--- src/rtl/fetch_unit.sv ---
// Instruction fetch stage: single-outstanding imem requests, redirect handling,
// and an IF/ID output slot backed by a one-entry skid buffer.
module fetch_unit #(
    parameter logic [31:0] RESET_PC = 32'h0000_0000
) (
    input  logic        clk,
    input  logic        rst,
    input  logic        stall,
    input  logic        branch_taken,
    input  logic [31:0] branch_target,
    input  logic        jump,
    input  logic [31:0] jump_target,
    output logic        imem_req,
    output logic [31:0] imem_addr,
    input  logic        imem_gnt,
    input  logic        imem_rvalid,
    input  logic [31:0] imem_rdata,
    output logic        if_valid,
    output logic [31:0] if_pc,
    output logic [31:0] if_instr,
    output logic [31:0] if_pc_plus4
);

    localparam logic [31:0] NOP = 32'h0000_0013;

    typedef enum logic [1:0] {StIdle, StWait, StDrop} state_e;

    state_e      r_state;
    state_e      w_state_d;
    logic [31:0] r_pc;
    logic [31:0] r_req_pc;
    logic        r_skid_valid;
    logic [31:0] r_skid_pc;
    logic [31:0] r_skid_instr;
    logic        r_if_valid;
    logic [31:0] r_if_pc;
    logic [31:0] r_if_instr;

    logic        w_redirect;
    logic [31:0] w_target;
    logic        w_fire;
    logic        w_keep;
    logic        w_drain;

    assign w_redirect = branch_taken | jump;
    assign w_target   = (jump ? jump_target : branch_target) & ~32'd3;
    assign w_fire     = imem_req & imem_gnt;
    // A response is kept only in WAIT and only if no redirect kills it this cycle.
    assign w_keep     = (r_state == StWait) & imem_rvalid & ~w_redirect;
    assign w_drain    = ~r_if_valid | ~stall;

    always_ff @(posedge clk or posedge rst) begin
        if (rst) begin
            r_state <= StIdle;
        end else begin
            r_state <= w_state_d;
        end
    end

    always_comb begin
        w_state_d = r_state;
        case (r_state)
            StIdle: begin
                if (w_fire) begin
                    w_state_d = StWait;
                end
            end
            StWait: begin
                if (imem_rvalid) begin
                    w_state_d = StIdle;
                end else if (w_redirect) begin
                    w_state_d = StDrop;
                end
            end
            StDrop: begin
                if (imem_rvalid) begin
                    w_state_d = StIdle;
                end
            end
            default: w_state_d = StIdle;
        endcase
    end

    always_comb begin
        imem_req = 1'b0;
        if (r_state == StIdle && !r_skid_valid && !w_redirect && !rst) begin
            imem_req = 1'b1;
        end
    end

    assign imem_addr = r_pc;

    always_ff @(posedge clk or posedge rst) begin
        if (rst) begin
            r_pc         <= RESET_PC & ~32'd3;
            r_req_pc     <= RESET_PC & ~32'd3;
            r_skid_valid <= 1'b0;
            r_skid_pc    <= 32'd0;
            r_skid_instr <= NOP;
            r_if_valid   <= 1'b0;
            r_if_pc      <= 32'd0;
            r_if_instr   <= NOP;
        end else begin
            if (w_redirect) begin
                r_pc <= w_target;
            end else if (w_fire) begin
                r_pc <= r_pc + 32'd4;
            end

            if (w_fire) begin
                r_req_pc <= r_pc;
            end

            if (w_redirect) begin
                r_if_valid   <= 1'b0;
                r_skid_valid <= 1'b0;
            end else if (w_drain) begin
                // Skid holds the older instruction, so it always drains first.
                if (r_skid_valid) begin
                    r_if_valid   <= 1'b1;
                    r_if_pc      <= r_skid_pc;
                    r_if_instr   <= r_skid_instr;
                    r_skid_valid <= w_keep;
                    if (w_keep) begin
                        r_skid_pc    <= r_req_pc;
                        r_skid_instr <= imem_rdata;
                    end
                end else if (w_keep) begin
                    r_if_valid <= 1'b1;
                    r_if_pc    <= r_req_pc;
                    r_if_instr <= imem_rdata;
                end else begin
                    r_if_valid <= 1'b0;
                end
            end else if (w_keep) begin
                r_skid_valid <= 1'b1;
                r_skid_pc    <= r_req_pc;
                r_skid_instr <= imem_rdata;
            end
        end
    end

    assign if_valid    = r_if_valid;
    assign if_pc       = r_if_pc;
    assign if_instr    = r_if_instr;
    assign if_pc_plus4 = r_if_pc + 32'd4;

endmodule

--- config.mk ---
export PLATFORM = sky130hd
export DESIGN_NAME = fetch_unit
export DESIGN_NICKNAME = d
export VERILOG_FILES = /design/src/rtl/fetch_unit.sv
export SDC_FILE = /design/constraint.sdc
export NUM_CORES = 1
export LEC_CHECK = 0
export BUFFER_PORTS_ARGS = -buffer_cell sky130_fd_sc_hd__buf_2
export CAP_MARGIN = 10
export CORE_MARGIN = 2
export CORE_UTILIZATION = 30
export CTS_CLUSTER_DIAMETER = 30
export DETAILED_ROUTE_END_ITERATION = 7
export PLACE_DENSITY = 0.49
export SLEW_MARGIN = 10
export SYNTH_ARGS = -nofsm -noshare
export SYNTH_HDL_FRONTEND = slang
export SYNTH_SLANG_ARGS = --single-unit
--- constraint.sdc ---
create_clock -name clk -period 7.2 [get_ports clk]
set_input_delay 0.36 -clock clk [delete_from_list [all_inputs] [get_ports clk]]
set_output_delay 0.36 -clock clk [all_outputs]
set_load 0.02 [all_outputs]
==> results of run 1 <==
-- synthesized netlist by cell type (3+ instances only) --
cell	count	area share, %
a211oi_1	3	0.25
a21oi_1	35	1.9
a221o_1	3	0.33
a221oi_1	3	0.29
a22oi_1	9	0.74
and2_1	4	0.27
and3_1	13	0.89
and4_1	11	1.1
buf_2	20	1.1
buf_4	6	0.49
buf_6	6	0.74
clkbuf_1	22	0.90
dfrtp_1	182	50
dfstp_2	6	1.7
inv_1	7	0.29
mux2_2	61	7.5
mux2i_1	65	7.1
nand2_1	177	7.3
nand2b_1	5	0.34
nand3_1	16	0.88
nand4_1	21	1.4
nor2_1	21	0.86
nor2b_1	3	0.21
nor3_1	16	0.88
o21ai_0	75	4.1
o22ai_1	13	0.89
o31ai_1	3	0.25
xnor2_1	33	3.2
xor2_1	5	0.48
-- per-stage QoR --
stage | hold WS, ns | area, um2 | power, mW | setup slack, ns
CTS | 0.101 | 11100 | 2.76 | 3.94
floorplan | 0.426 | 9150 | 1.54 | 1.74
global route | 0.107 | 11100 | 2.87 | 3.75
finish | 0.134 | 11100 | 2.72 | 3.99
detailed placement | 0.464 | 10500 | 1.74 | 3.49
global placement | 0.459 | 10500 | 1.73 | 3.51
-- registers in the layout (all words and copies together) (netlist names) --
register	flops
r_skid_pc	30
r_skid_instr	32
if_instr	32
r_skid_valid	1
if_valid	1
if_pc	30
r_req_pc	30
r_state	2
imem_addr	30
-- worst register-to-register path: stages (launching register included) --
cell	delay, ns
dfrtp_4	0.64
nor4_4	0.56
and3_1	1.00
nand2_1	0.24
or4_1	0.45
o211ai_1	0.09
-- cell families after synthesis --
logic type                 count (synthesis)  share of synthesized area, %
buffers and inverters                     64                          3.66
adders and majority gates                  2                         0.274
other                                      1                        0.0411
AOI/OAI and AO/OA                        161                          10.2
DFF                                      188                          51.6
muxes                                    128                          14.9
xor gates and xnor gates                  38                          3.64
and+or+nand+nor                          300                          15.7
-- final cells by class --
class                   instances  area share, %
clock inverters                11           1.49
flip-flops and latches        188           42.4
repair buffers                228           10.4
well taps                     390           4.38
clock buffers                  21           4.14
diodes                          1         0.0225
multi-input cells             635           36.9
inverters                       8          0.337
-- report_power, final --
group / leakage (nW) / total (mW) / switching [mW] / internal [mW]
clock network: 0.299 / 1.01 / 0.407 / 0.600
logic: 2.51 / 0.432 / 0.273 / 0.159
registers: 2.48 / 1.28 / 0.121 / 1.16
-- worst max-delay path by stage --
stage,start,to,cells after the start
floorplan,rst,if_instr[10],1
global placement,jump,r_skid_pc[15],6
detailed placement,jump,r_skid_pc[15],6
CTS,jump,r_skid_pc[15],6
global route,jump,r_skid_pc[17],6
finish,jump,r_skid_pc[15],6
-- per-layer routing --
layer	vias to the layer above	share of wire, %	global-route usage [%]
li1	3499	-	-
met1	3417	52	24.1
met2	187	43	23.0
met3	12	4.5	2.81
met4	0	1.0	4.27
met5	-	0	0
==> results.json, run 1 <==
{
  "ctsHoldBuffers": 0,
  "final_cell_mix": "buf_2 (222), dfrtp_1 (181), nand2_1 (177), o21ai_0 (75), mux2i_1 (65)",
  "layout_min_cycle_time_ns": 3.21,
  "place_congestion": 0.809,
  "htreeDepth": 4,
  "critical-path-max-stage-delay_ns": 0.71,
  "reg2reg_depth": 5,
  "p_per_area_nw_per_um2": 244,
  "die_h_um": 178,
  "ys_types": 58,
  "first_pass_iters": 4,
  "synth_enable_flop_cells": 0,
  "cts_resized": 0,
  "hpwl_um": 17300,
  "hp-start": "imem_rvalid",
  "drv_cap": 0,
  "cts_root_buffer": "clkbuf_16",
  "cts_sinks": 188,
  "critPathTopFamily": "buffers and inverters",
  "synthArstFlopShare_pct": 100,
  "path_cells": "buf_2, inv_1, nand2_1, nor3_4, buf_4, mux2_2",
  "clock_latency_ns": 0.42,
  "rrSetupSlack_ns": 4.15,
  "ir_worst_vdd_mv": 0.120,
  "maxClockFrequency_ghz": 0.311,
  "tightest_slew_ns": 1.16,
  "hold_violations": 0,
  "cts_buffer_depth": 2,
  "clk_pin_slew_worst_paths_ns": 0.07,
  "ys_seq_area_share_pct": 51.6,
  "fin_cells": 1482,
  "post_cts.repair.setup_buffers": 0,
  "layout-drive-gt1-share_pct": 30.8,
  "wirelength_um": 25000,
  "vias_per_cell": 4.80,
  "areaGrowthSynthToFinish_pct": 21.9,
  "criticalPathCategory": "in2reg",
  "initial_utilization_pct": 30.7,
  "maxSlewHeadroom_pct": 22.9,
  "placementRows": 63,
  "antenna_found_initial": 0,
  "finalCritPeriodShare_pct": 44.6,
  "cp-end-kind": "flop",
  "avgRoutedWirePerCell_um": 16.9,
  "drc": 0,
  "timing.rr.start": "r_skid_valid",
  "numCtsBuffers": 17,
  "min_path_cells": 2,
  "setup-tns-final_ns": 0,
  "dieWidth_um": 178,
  "cp_max_fo": 54,
  "startpoint_type": "primary input",
  "grt_first_pass_wirelength_um": 39000,
  "place_inst": 1449,
  "grt_pass1_vias": 6707,
  "cp_slowest_cell": "buf_4",
  "syn-instance-count": 882,
  "grt_max_degree": 139,
  "fin_skew_ns": 0.0105,
  "yosys_most_used_dff": "dfrtp_1",
  "synth_area_um2": 9130,
  "rr_endpoint": "imem_addr[22]",
  "critPathRequiredTime_ns": 7.50,
  "dr_total_vias": 7115,
  "core_area_um2": 29800,
  "grtUsageTotal_pct": 15.9,
  "hold_path_class": "in2reg",
  "holdPathEnd": "r_state[1]",
  "yosysWarnings": 0,
  "fillCellCount": 3080,
  "synth_seq_cells": 188,
  "layout_commonest_cell": "buf_2",
  "rsz0062_at_grt": "false",
  "final_nets": 1183,
  "ios": 233,
  "p_leak_nw": 5.29,
  "cts_tree": "built",
  "setup_viol": 0,
  "drt_iter0_markers": 443,
  "final_antenna_net_count": 0,
  "multi_input_area_um2": 4110,
  "io_buffers": 222,
  "synth.avg_cell_area_um2": 10.4,
  "utilization_pct": 37.4,
  "status": "finished clean",
  "area.sequential_um2": 4720,
  "die-area_um2": 31900,
  "arrival_ns": 3.51,
  "drv_slew": 0,
  "grt_overflow": 0,
  "cp_num_buf_inv": 3
}
No activity file was read; power rests on OpenSTA's default activity.
==> inputs of run 2 (changes only) <==
Settings changed: PLACE_DENSITY 0.49 to 0.51.
Clock period 7.2 ns to 2.72 ns, I/O delays scaled along.
==> run 2 against run 1 <==
Design area increased by 6.4%. Sequential share of layout area decreased by 2.5 points. Clock power increased to 2.6 times the previous value. Register-to-register slack got worse by 3.9 ns. Via count increased by 3.6%. Utilization increased by 2.4 points. First-iteration DRC count decreased by 3.4%. Clock skew decreased by 0.0027 ns. Hold slack got worse by 0.11 ns. Critical endpoint is now if_pc_plus4[29]. Highest routed layer unchanged.
==> results.json, run 2 (synthesized netlist as in run 1, its figures left out) <==
{
  "status": "finished clean",
  "cts_resized": 0,
  "rr_endpoint": "imem_addr[2]",
  "layout-drive-gt1-share_pct": 29.9,
  "critPathRequiredTime_ns": 2.58,
  "holdPathEnd": "imem_addr[9]",
  "grt_pass1_vias": 7028,
  "clk_pin_slew_worst_paths_ns": 0.07,
  "htreeDepth": 4,
  "rrSetupSlack_ns": 0.24,
  "grt_first_pass_wirelength_um": 39500,
  "maxClockFrequency_ghz": 0.394,
  "min_path_cells": 3,
  "p_per_area_nw_per_um2": 614,
  "setup_viol": 0,
  "grt_overflow": 0,
  "p_leak_nw": 5.60,
  "maxSlewHeadroom_pct": 26.1,
  "hold_violations": 0,
  "die-area_um2": 31900,
  "wirelength_um": 25300,
  "final_nets": 1251,
  "hpwl_um": 17700,
  "final_antenna_net_count": 0,
  "final_cell_mix": "buf_2 (222), dfrtp_1 (181), nand2_1 (177), o21ai_0 (75), mux2i_1 (65)",
  "cp_max_fo": 7,
  "hp-start": "branch_target[9]",
  "dr_total_vias": 7369,
  "cts_buffer_depth": 2,
  "place_congestion": 0.812,
  "timing.rr.start": "r_skid_valid",
  "grt_max_degree": 125,
  "criticalPathCategory": "reg2out",
  "rsz0062_at_grt": "false",
  "initial_utilization_pct": 30.7,
  "numCtsBuffers": 17,
  "p_total_mw": 7.27,
  "first_pass_iters": 5,
  "drt_iter0_markers": 428,
  "vias_per_cell": 4.76,
  "antenna_found_initial": 0,
  "finalCritPeriodShare_pct": 93.4,
  "drv_slew": 0,
  "avgRoutedWirePerCell_um": 16.4,
  "drv_cap": 0,
  "startpoint_type": "flop",
  "grtUsageTotal_pct": 16.0,
  "ir_worst_vdd_mv": 0.403,
  "reg2reg_depth": 6,
  "clock_latency_ns": 0.44,
  "layout_commonest_cell": "buf_2",
  "ios": 233,
  "drc": 0,
  "arrival_ns": 2.40,
  "cts_tree": "built",
  "io_buffers": 222,
  "layout_min_cycle_time_ns": 2.54,
  "worst_hold_slack_ns": 0.0200,
  "placementRows": 63,
  "tightest_slew_ns": 1.11,
  "diodes": 0,
  "areaGrowthSynthToFinish_pct": 29.7,
  "die_h_um": 178,
  "fin_skew_ns": 0.00780,
  "cts_sinks": 188,
  "setup-tns-final_ns": 0,
  "core_area_um2": 29800,
  "dieWidth_um": 178,
  "hold_path_class": "in2reg",
  "cts_root_buffer": "clkbuf_16",
  "cp-end-kind": "primary output"
}
==> run 2: metrics by stage <==
step                cell area [um2]  worst slack, ns  utilization (%)  std cells
CTS                           11800           0.0383             39.7       1547
floorplan                      9160            0.168                -        887
detailed placement            10600            0.504             35.7       1459
global placement              10600            0.564             35.7       1459
finish                        11800            0.181             39.7       1549
global route                  11800          0.00625             39.7       1549
==> run 2: worst max-delay path by stage <==
| stage | slack, ns | startpoint | endpoint | depth (start not counted) |
|---|---|---|---|---|
| floorplan | 0.17 | rst | if_instr[10] | 1 |
| global placement | 0.56 | if_pc[4] | if_pc_plus4[31] | 6 |
| detailed placement | 0.50 | imem_addr[2] | imem_addr[30] | 6 |
| CTS | 0.04 | if_pc[4] | if_pc_plus4[31] | 6 |
| global route | 0.006 | if_pc[4] | if_pc_plus4[31] | 6 |
| finish | 0.18 | if_pc[4] | if_pc_plus4[29] | 7 |
==> run 2: layout make-up <==
class / count / area (um2)
Fill cell: 2972 / 18000
Inverter: 8 / 33.8
Tap cell: 390 / 488
Clock buffer: 22 / 454
Timing Repair Buffer: 296 / 1880
Sequential cell: 188 / 4720
Clock inverter: 10 / 165
Multi-Input combinational cell: 635 / 4110
==> run 2: report_power, final <==
group	internal (mW)	switching [mW]
combinational	0.492	0.745
sequential	3.06	0.310
clock	1.57	1.10
==> run 2: timing repair <==
item                                    CTS  global route
hold endpoints to repair                100             0
endpoints found under the setup margin    0             1
buffers inserted                          0             2
hold buffers                             56             0
==> run 2: per-layer routing <==
metal	vias up	GRT usage (%)	part of all wire [%]	routed length, um
li1	3635	-	-	-
met1	3515	24.0	50	12700
met2	196	23.6	44	11100
met3	23	2.69	4.4	1120
met4	0	4.71	1.5	371
met5	-	0	0	0
==> run 2: critical path: stages (launching register included) <==
cell and delay, ns:
dfrtp_1 0.46, and4_1 0.28, nand4_1 0.25, nor3_4 0.36, buf_4 0.18, nand4_1 0.12
xnor2_1 0.15, buf_2 0.18
